File: config.mk
export PLATFORM = sky130hd
export DESIGN_NAME = fetch_unit
export DESIGN_NICKNAME = d
export VERILOG_FILES = /design/src/rtl/fetch_unit.sv
export SDC_FILE = /design/constraint.sdc
export NUM_CORES = 1
export LEC_CHECK = 0
export ABC_AREA = 1
export BUFFER_PORTS_ARGS = -buffer_cell sky130_fd_sc_hd__buf_2
export CAP_MARGIN = 20
export CELL_PAD_IN_SITES_DETAIL_PLACEMENT = 1
export CELL_PAD_IN_SITES_GLOBAL_PLACEMENT = 1
export CORE_MARGIN = 2
export CORE_UTILIZATION = 36
export DETAILED_ROUTE_END_ITERATION = 16
export MAX_ROUTING_LAYER = met4
export PLACE_DENSITY_LB_ADDON = 0.1
export SKIP_CTS_REPAIR_TIMING = 1
export SLEW_MARGIN = 15
export SYNTH_ARGS = -nofsm -noshare
export SYNTH_HDL_FRONTEND = slang
export SYNTH_SLANG_ARGS = --single-unit
export TNS_END_PERCENT = 1
File: constraint.sdc
create_clock -name clk -period 1.5 [get_ports clk]
set_input_delay 0.075 -clock clk [delete_from_list [all_inputs] [get_ports clk]]
set_output_delay 0.075 -clock clk [all_outputs]
set_load 0.01 [all_outputs]
File: src/rtl/fetch_unit.sv
// fetch_unit: instruction fetch stage.
// Holds the PC and fetches one N-bit word per instruction over a req/ack memory
// handshake. Each word is passed downstream on a valid/ready handshake. Jumps
// (jump_valid/jump_addr, driven by the Mux stage) redirect the PC in every state.
// Optional feature: define FETCH_STALL_CNT_EN to add the stall_cnt output.
// Ports:
//   clk, rstn                  clock, synchronous active-low reset
//   start                      run enable
//   jump_valid, jump_addr      PC redirect request and target
//   mem_req, mem_addr          memory read request and address (out)
//   mem_ack, mem_rdata         memory read response (in)
//   instr, instr_pc            fetched word and its address (out)
//   instr_valid, instr_ready   downstream handshake
//   busy                       high whenever the unit is not idle
//   stall_cnt                  saturating stall-cycle count (FETCH_STALL_CNT_EN only)
module fetch_unit #(
  parameter int unsigned   N        = 16,
  parameter logic [N-1:0]  RESET_PC = '0,
  parameter int unsigned   INC      = 1
) (
  input  logic         clk,
  input  logic         rstn,
  input  logic         start,
  input  logic         jump_valid,
  input  logic [N-1:0] jump_addr,
  output logic         mem_req,
  output logic [N-1:0] mem_addr,
  input  logic         mem_ack,
  input  logic [N-1:0] mem_rdata,
  output logic [N-1:0] instr,
  output logic [N-1:0] instr_pc,
  output logic         instr_valid,
  input  logic         instr_ready,
  output logic         busy
`ifdef FETCH_STALL_CNT_EN
  ,
  output logic [15:0]  stall_cnt
`endif
);

  localparam int unsigned SCW = 16;

  typedef enum logic [1:0] {
    S_IDLE,
    S_REQ,
    S_HOLD
  } state_e;

  state_e         state_q, state_d;
  logic [N-1:0]   pc_q, pc_d;
  logic           pend_q, pend_d;
  logic [N-1:0]   tgt_q, tgt_d;
  logic [N-1:0]   instr_q, instr_d;
  logic [N-1:0]   ipc_q, ipc_d;
  logic           valid_q, valid_d;
  logic           mem_req_q;
  logic           busy_q;

  // Next-state and datapath updates
  always_comb begin
    state_d = state_q;
    pc_d    = pc_q;
    pend_d  = pend_q;
    tgt_d   = tgt_q;
    instr_d = instr_q;
    ipc_d   = ipc_q;
    valid_d = valid_q;
    case (state_q)
      S_IDLE: begin
        if (jump_valid) pc_d = jump_addr;
        if (start) state_d = S_REQ;
      end
      S_REQ: begin
        if (mem_ack) begin
          if (jump_valid || pend_q) begin
            // Word belongs to the old path: drop it and follow the newest target.
            pc_d    = jump_valid ? jump_addr : tgt_q;
            pend_d  = 1'b0;
            state_d = start ? S_REQ : S_IDLE;
          end else begin
            instr_d = mem_rdata;
            ipc_d   = pc_q;
            valid_d = 1'b1;
            pc_d    = pc_q + N'(INC);
            state_d = S_HOLD;
          end
        end else if (jump_valid) begin
          // Request in flight stays up; remember where to go once it returns.
          pend_d = 1'b1;
          tgt_d  = jump_addr;
        end
      end
      S_HOLD: begin
        if (instr_ready || jump_valid) begin
          valid_d = 1'b0;
          if (jump_valid) pc_d = jump_addr;
          state_d = start ? S_REQ : S_IDLE;
        end
      end
      default: state_d = S_IDLE;
    endcase
  end

  // State and output registers
  always_ff @(posedge clk) begin
    if (!rstn) begin
      state_q   <= S_IDLE;
      pc_q      <= RESET_PC;
      pend_q    <= 1'b0;
      tgt_q     <= '0;
      instr_q   <= '0;
      ipc_q     <= '0;
      valid_q   <= 1'b0;
      mem_req_q <= 1'b0;
      busy_q    <= 1'b0;
    end else begin
      state_q   <= state_d;
      pc_q      <= pc_d;
      pend_q    <= pend_d;
      tgt_q     <= tgt_d;
      instr_q   <= instr_d;
      ipc_q     <= ipc_d;
      valid_q   <= valid_d;
      mem_req_q <= (state_d == S_REQ);
      busy_q    <= (state_d != S_IDLE);
    end
  end

  // PC only moves outside an outstanding request, so it doubles as the address.
  assign mem_req     = mem_req_q;
  assign mem_addr    = pc_q;
  assign instr       = instr_q;
  assign instr_pc    = ipc_q;
  assign instr_valid = valid_q;
  assign busy        = busy_q;

`ifdef FETCH_STALL_CNT_EN
  logic [SCW-1:0] stall_q, stall_d;

  // Saturating count of cycles waiting on memory or downstream
  always_comb begin
    stall_d = stall_q;
    if (((state_q == S_REQ) && !mem_ack) || ((state_q == S_HOLD) && !instr_ready)) begin
      if (stall_q != {SCW{1'b1}}) stall_d = stall_q + SCW'(1);
    end
  end

  always_ff @(posedge clk) begin
    if (!rstn) stall_q <= '0;
    else       stall_q <= stall_d;
  end

  assign stall_cnt = stall_q;
`endif

endmodule
# After elaboration in Yosys (flattened, before gate mapping)

Index checks and enable logic that the tools add are counted.

Add/subtract/negate cells: 1
Reduce and logical (&&, ||, !) cells: 12
Equality and inequality tests: 7
Mux-type cells: 19
Bitwise logic cells: 2

Operator list:

| kind                                                   | number |
|---|---|
| 2-to-1 mux 16 bit                                      | 5 |
| one-hot mux 16 bit (3 select lines)                    | 1 |
| adder 16 x 1 -> 16 bit (second input constant)         | 1 |
| AND reduction 3 bit                                    | 3 |
| 2-to-1 mux 2 bit                                       | 4 |
| 2-to-1 mux 1 bit                                       | 7 |
| inequality test 2 bit (second input constant)          | 3 |
| one-hot mux 2 bit (3 select lines)                     | 1 |
| nonzero test 2 bit                                     | 3 |
| == test 2 x 1 -> 1 bit (second input constant)         | 2 |
| AND reduction 4 bit                                    | 1 |
| nonzero test 3 bit                                     | 1 |
| == test 2 bit (second input constant)                  | 1 |
| zero test 2 bit                                        | 1 |
| logical OR 1 bit                                       | 2 |
| inequality test 2 x 1 -> 1 bit (second input constant) | 1 |
| inverter 1 bit                                         | 2 |
| one-hot mux 1 bit (2 select lines)                     | 1 |
| AND reduction 2 bit                                    | 1 |

Input bits: 38
Output and inout bits: 51
Flip-flop bits (word level): 70
Logic and storage cells: 50

# Logic depth before layout (Yosys ltp)

Word-level depth: 5
Depth in mapped cells: 10
Gate-level depth less buffers: 9

# Worst setup path after synthesis

Ideal clock, no wire load.

Kind: register to register
Start: reg pc_q[1] (netlist: mem_addr[1])
End: reg pc_q[14] (netlist: mem_addr[14])
Setup slack: 0.053 ns
Setup time: 0.119 ns
Data arrival time: 1.328 ns
Cell stages (with the launch flop): 7
Data required time: 1.381 ns
Period minus slack after synthesis: 1.447 ns
Path buffers: 0
Cell sequence: dfxtp_1 -> ha_1 -> nand3_1 -> nor2_1 -> nand3_1 -> nand3_1 -> a21oi_1

Cells in the longest elaborated chain, start to end: 4

Ends and longest elaborated chain:

| item                                | RTL line | source |
|---|---|---|
| from (decl)                         | 50       | `logic [N-1:0] pc_q, pc_d;` |
| from (signal assigned)              | 118      | `pc_q <= pc_d;` |
| adder 16 x 1 -> 16 bit              | 84       | `pc_d = pc_q + N'(INC);` |
| 2-to-1 mux 16 bit                   | 75       | `if (jump_valid \|\| pend_q) begin` |
| 2-to-1 mux 16 bit                   | 74       | `if (mem_ack) begin` |
| one-hot mux 16 bit (3 select lines) | 68       | `case (state_q)` |

No other way between the ends. The select of a mux whose other input is x is not followed.
A chain may end at the register's enable or synchronous reset.

# Final worst setup path

Start: reg state_q[1]
End: reg pc_q[6] (netlist: mem_addr[6])

Cells in the longest elaborated chain, start to end: 3
Elaborated cells between the ends (all ways): 8
Classes of those cells: 4 x eq/ne; 1 x mux; 3 x reduce/logical

Ends and longest elaborated chain:

| item                                                                         | RTL line | source |
|---|---|---|
| from (decl)                                                                  | 49       | `state_e state_q, state_d;` |
| from (signal assigned)                                                       | 117      | `state_q <= state_d;` |
| == test 2 bit, or another cell as far along                                  | 68       |  |
| inequality test 2 bit (no line) / nonzero test 3 bit (equally long branches) | --       |  |
| AND reduction 3 bit (no line)                                                | --       |  |

Several ways; a longest one is shown, not always the timed one.

==> impl_metrics.yaml <==
logic_synthesis:
  synthesis.nets: 512
  synthArstFlopShare_pct: 0
  ys_seq_area_share_pct: 42.7
  synth.most_common_cell: "o21ai_0"
  synth_top_area_share_pct: 42.7
  yosys-top-cells-count: "o21ai_0, nor2_1, nand2_1"
  yosys.area.top_type: "dfxtp_1"
  synthTopCellsByArea: "dfxtp_1, o21ai_0, nor2_1"
  synth_compound_area_share_pct: 22.2
  synth_fa_ha_area_share_pct: 0.381
  synthSimpleGateAreaFrac_pct: 24.1
  syn_avg_cell_area_um2: 6.94
  synth-edff-count: 0
  yosysWarnings: 0
  synth_xor_area_share_pct: 1.07
  ys_types: 28
  ys.flop_type: "dfxtp_1"
  syn_area_um2: 3280
  synth_top_family_by_area: "simple AND/OR/NAND/NOR gates"
  synth-seq-cells: 70
  synthCells: 473
  synthMuxAreaShare_pct: 0
worst_hold_path:
  hold_path.class: "in2reg"
clock_network:
  clk_pin_slew_ns: 0.08
  cts_tree: "yes"
  clock_sinks: 70
  h-tree-depth: 3
  cts_buffers: 9
  clockRootBuffer: "clkbuf_8"
  cts_max_path_buffers: 2
  clock_latency_ns: 0.35
die:
  initial_core_util_pct: 37.4
  dieArea_um2: 9890
  num_rows: 34
  io_pins: 89
  fp.dieW_um: 99.5
  core_area_um2: 8760
  die_h_um: 99.5
global_route:
  grt-ovfl-total: 0
  grt_pass1_wl_um: 15800
  first_global_vias: 3297
  grt_max_degree: 43
  track_usage_pct: 20.4
  antenna_found_initial: 0
status:
  violations: "hold timing"
  status: "finished, violations left"
setup_path:
  r2r-end: "mem_addr[6]"
  r2r_start: "state_q[1]"
  reg2regPathDepth: 8
  worstSetupPathType: "reg2reg"
  critPathMaxFanout: 15
  end_kind: "register"
  startpoint: "state_q[1]"
  critPathArrivalTime_ns: 1.66
  critPathLaunchType: "register"
  r2r_setup_slack_ns: 0.13
  worstSetupEndpoint: "mem_addr[6]"
  crit_required_ns: 1.79
sta:
  setup_tns_ns: 0
  finalSetupViolations: 0
  post-route-period-util_pct: 91.5
  rsz0062_at_grt: "true"
  slew_viol_final: 0
  fmax_mhz: 729
  whs_ns: -0.0272
  tightest_slew_ns: 0.354
  min_period_ns: 1.37
  slew_headroom_pct: 76.1
  clock_skew_ns: 0.00962
  finalHoldViolCount: 13
power:
  power_mw: 4.32
  p_sw_mw: 1.29
  power.share.switching_pct: 29.9
  clkPwrFrac_pct: 34.9
  peakVddDrop_mv: 0.472
  p_leak_nw: 1.90
  p_int_mw: 3.03
  comb_power_share_pct: 17.0
  p_per_area_nw_per_um2: 1050
  pwr-share-seq_pct: 48.1
placed_design:
  routabilityCongestion: 0.775
  io_buffers: 88
  place_hpwl_um: 7060
  dp.cells: 660
drt:
  vias: 3389
  via_per_inst: 4.98
  avgRoutedWirePerCell_um: 14.3
  firstDrtPassIters: 4
  drc: 0
  wl_um: 9730
  ant_nets: 0
  drtIter0Drc: 81
job:
  cap_violations: 0
finish:
  fin_cells: 680
  final_nets: 606
  synthToLayoutAreaGrowth_pct: 26.0
  drive_gt1_share_pct: 24.5
  fillerInstances: 1153
  antenna_cells: 0
  utilization_pct: 47.2
==> worst min-delay path by stage <==
stage,from,to,slack [ns],cells after the start
after floorplan,mem_rdata[0],instr[0],0.24,2
after CTS,mem_rdata[10],instr[10],-0.03,3
after detailed placement,mem_rdata[10],instr[10],0.34,3
after global placement,mem_rdata[10],instr[10],0.32,3
final,mem_rdata[5],instr[5],-0.03,3
after global routing,mem_rdata[2],instr[2],0.008,3
==> cell families (layout without fill, tap and decap cells) <==
family / count (synthesis) / count (layout)
flops: 70 / 70
simple gates: 185 / 185
compound gates: 143 / 143
xor+xnor: 4 / 4
fa+ha+maj: 1 / 1
buf+inv: 70 / 169
==> power by group through the flow <==
| stage | clock network, mW | registers [mW] | logic, mW |
|---|---|---|---|
| floorplan | 0 | 2.14 | 0.400 |
| global placement | 0 | 2.11 | 0.702 |
| detailed placement | 0 | 2.12 | 0.717 |
| CTS | 1.54 | 2.07 | 0.722 |
| global route | 1.64 | 2.10 | 0.837 |
| finish | 1.51 | 2.08 | 0.733 |
==> per-stage QoR <==
stage,area (um^2),setup slack (ns)
after global placement,3860,0.000621
after detailed placement,3860,-0.0511
after global routing,4130,-0.0496
final,4130,0.128
after CTS,4050,-0.0718
after floorplan,3280,0.0529
==> layer usage <==
layer	track usage, %	part of all wire, %	vias up
met5	-	0	-
met4	4.95	1.1	0
met3	4.64	4.6	10
met2	31.2	45	84
met1	27.6	49	1572
li1	-	-	1723
==> cell type report <==
cell class / count / area (um^2) / share of cell area, %
Timing Repair Buffer: 107 / 633 / 15.3
Clock inverter: 6 / 62.6 / 1.51
Multi-Input combinational cell: 333 / 1590 / 38.4
Inverter: 46 / 181 / 4.39
Clock buffer: 10 / 128 / 3.09
Sequential cell: 70 / 1410 / 34.0
Tap cell: 108 / 135 / 3.27
==> flip-flops by register name (all words and copies together) (netlist names) <==
register	cells
tgt_q	16
state_q	2
mem_req	1
instr	16
instr_pc	16
mem_addr	16
pend_q	1
busy	1
instr_valid	1
==> critical path, cell delays in order, from the launching register on <==
cell and delay (ns):
dfxtp_2 0.35, inv_2 0.08, nand2_4 0.10, nor2_8 0.14, buf_4 0.22, o21ai_0 0.12, a21oi_1 0.17, nor2_1 0.06
nor2_1 0.07
==> cell usage in the layout (no fill, tap or decap) <==
cell type      count
dlygate4sd3_1      3
nor2_4             1
nor2_1            80
bufinv_16          1
nand2_2            1
buf_2             88
clkbuf_1           1
inv_4              2
o22ai_1            1
nand3_1           20
nand3_2            1
clkbuf_8           9
xnor2_1            2
or2_2              1
buf_12             2
clkinvlp_4         1
ha_4               1
inv_2              3
o211ai_1           1
clkinv_4           2
dfxtp_1           65
o21ai_1            2
xor2_1             2
nor3_1             3
a21boi_0           2
a21oi_1           43
clkinv_2           3
nand2_1           73
inv_1             40
nor2_8             2
buf_4             13
o21bai_1           1
a31oi_1            2
nand2_4            3
o21ai_0           91
clkbuf_16          1
dfxtp_2            5
No activity file was read; power rests on OpenSTA's default activity.
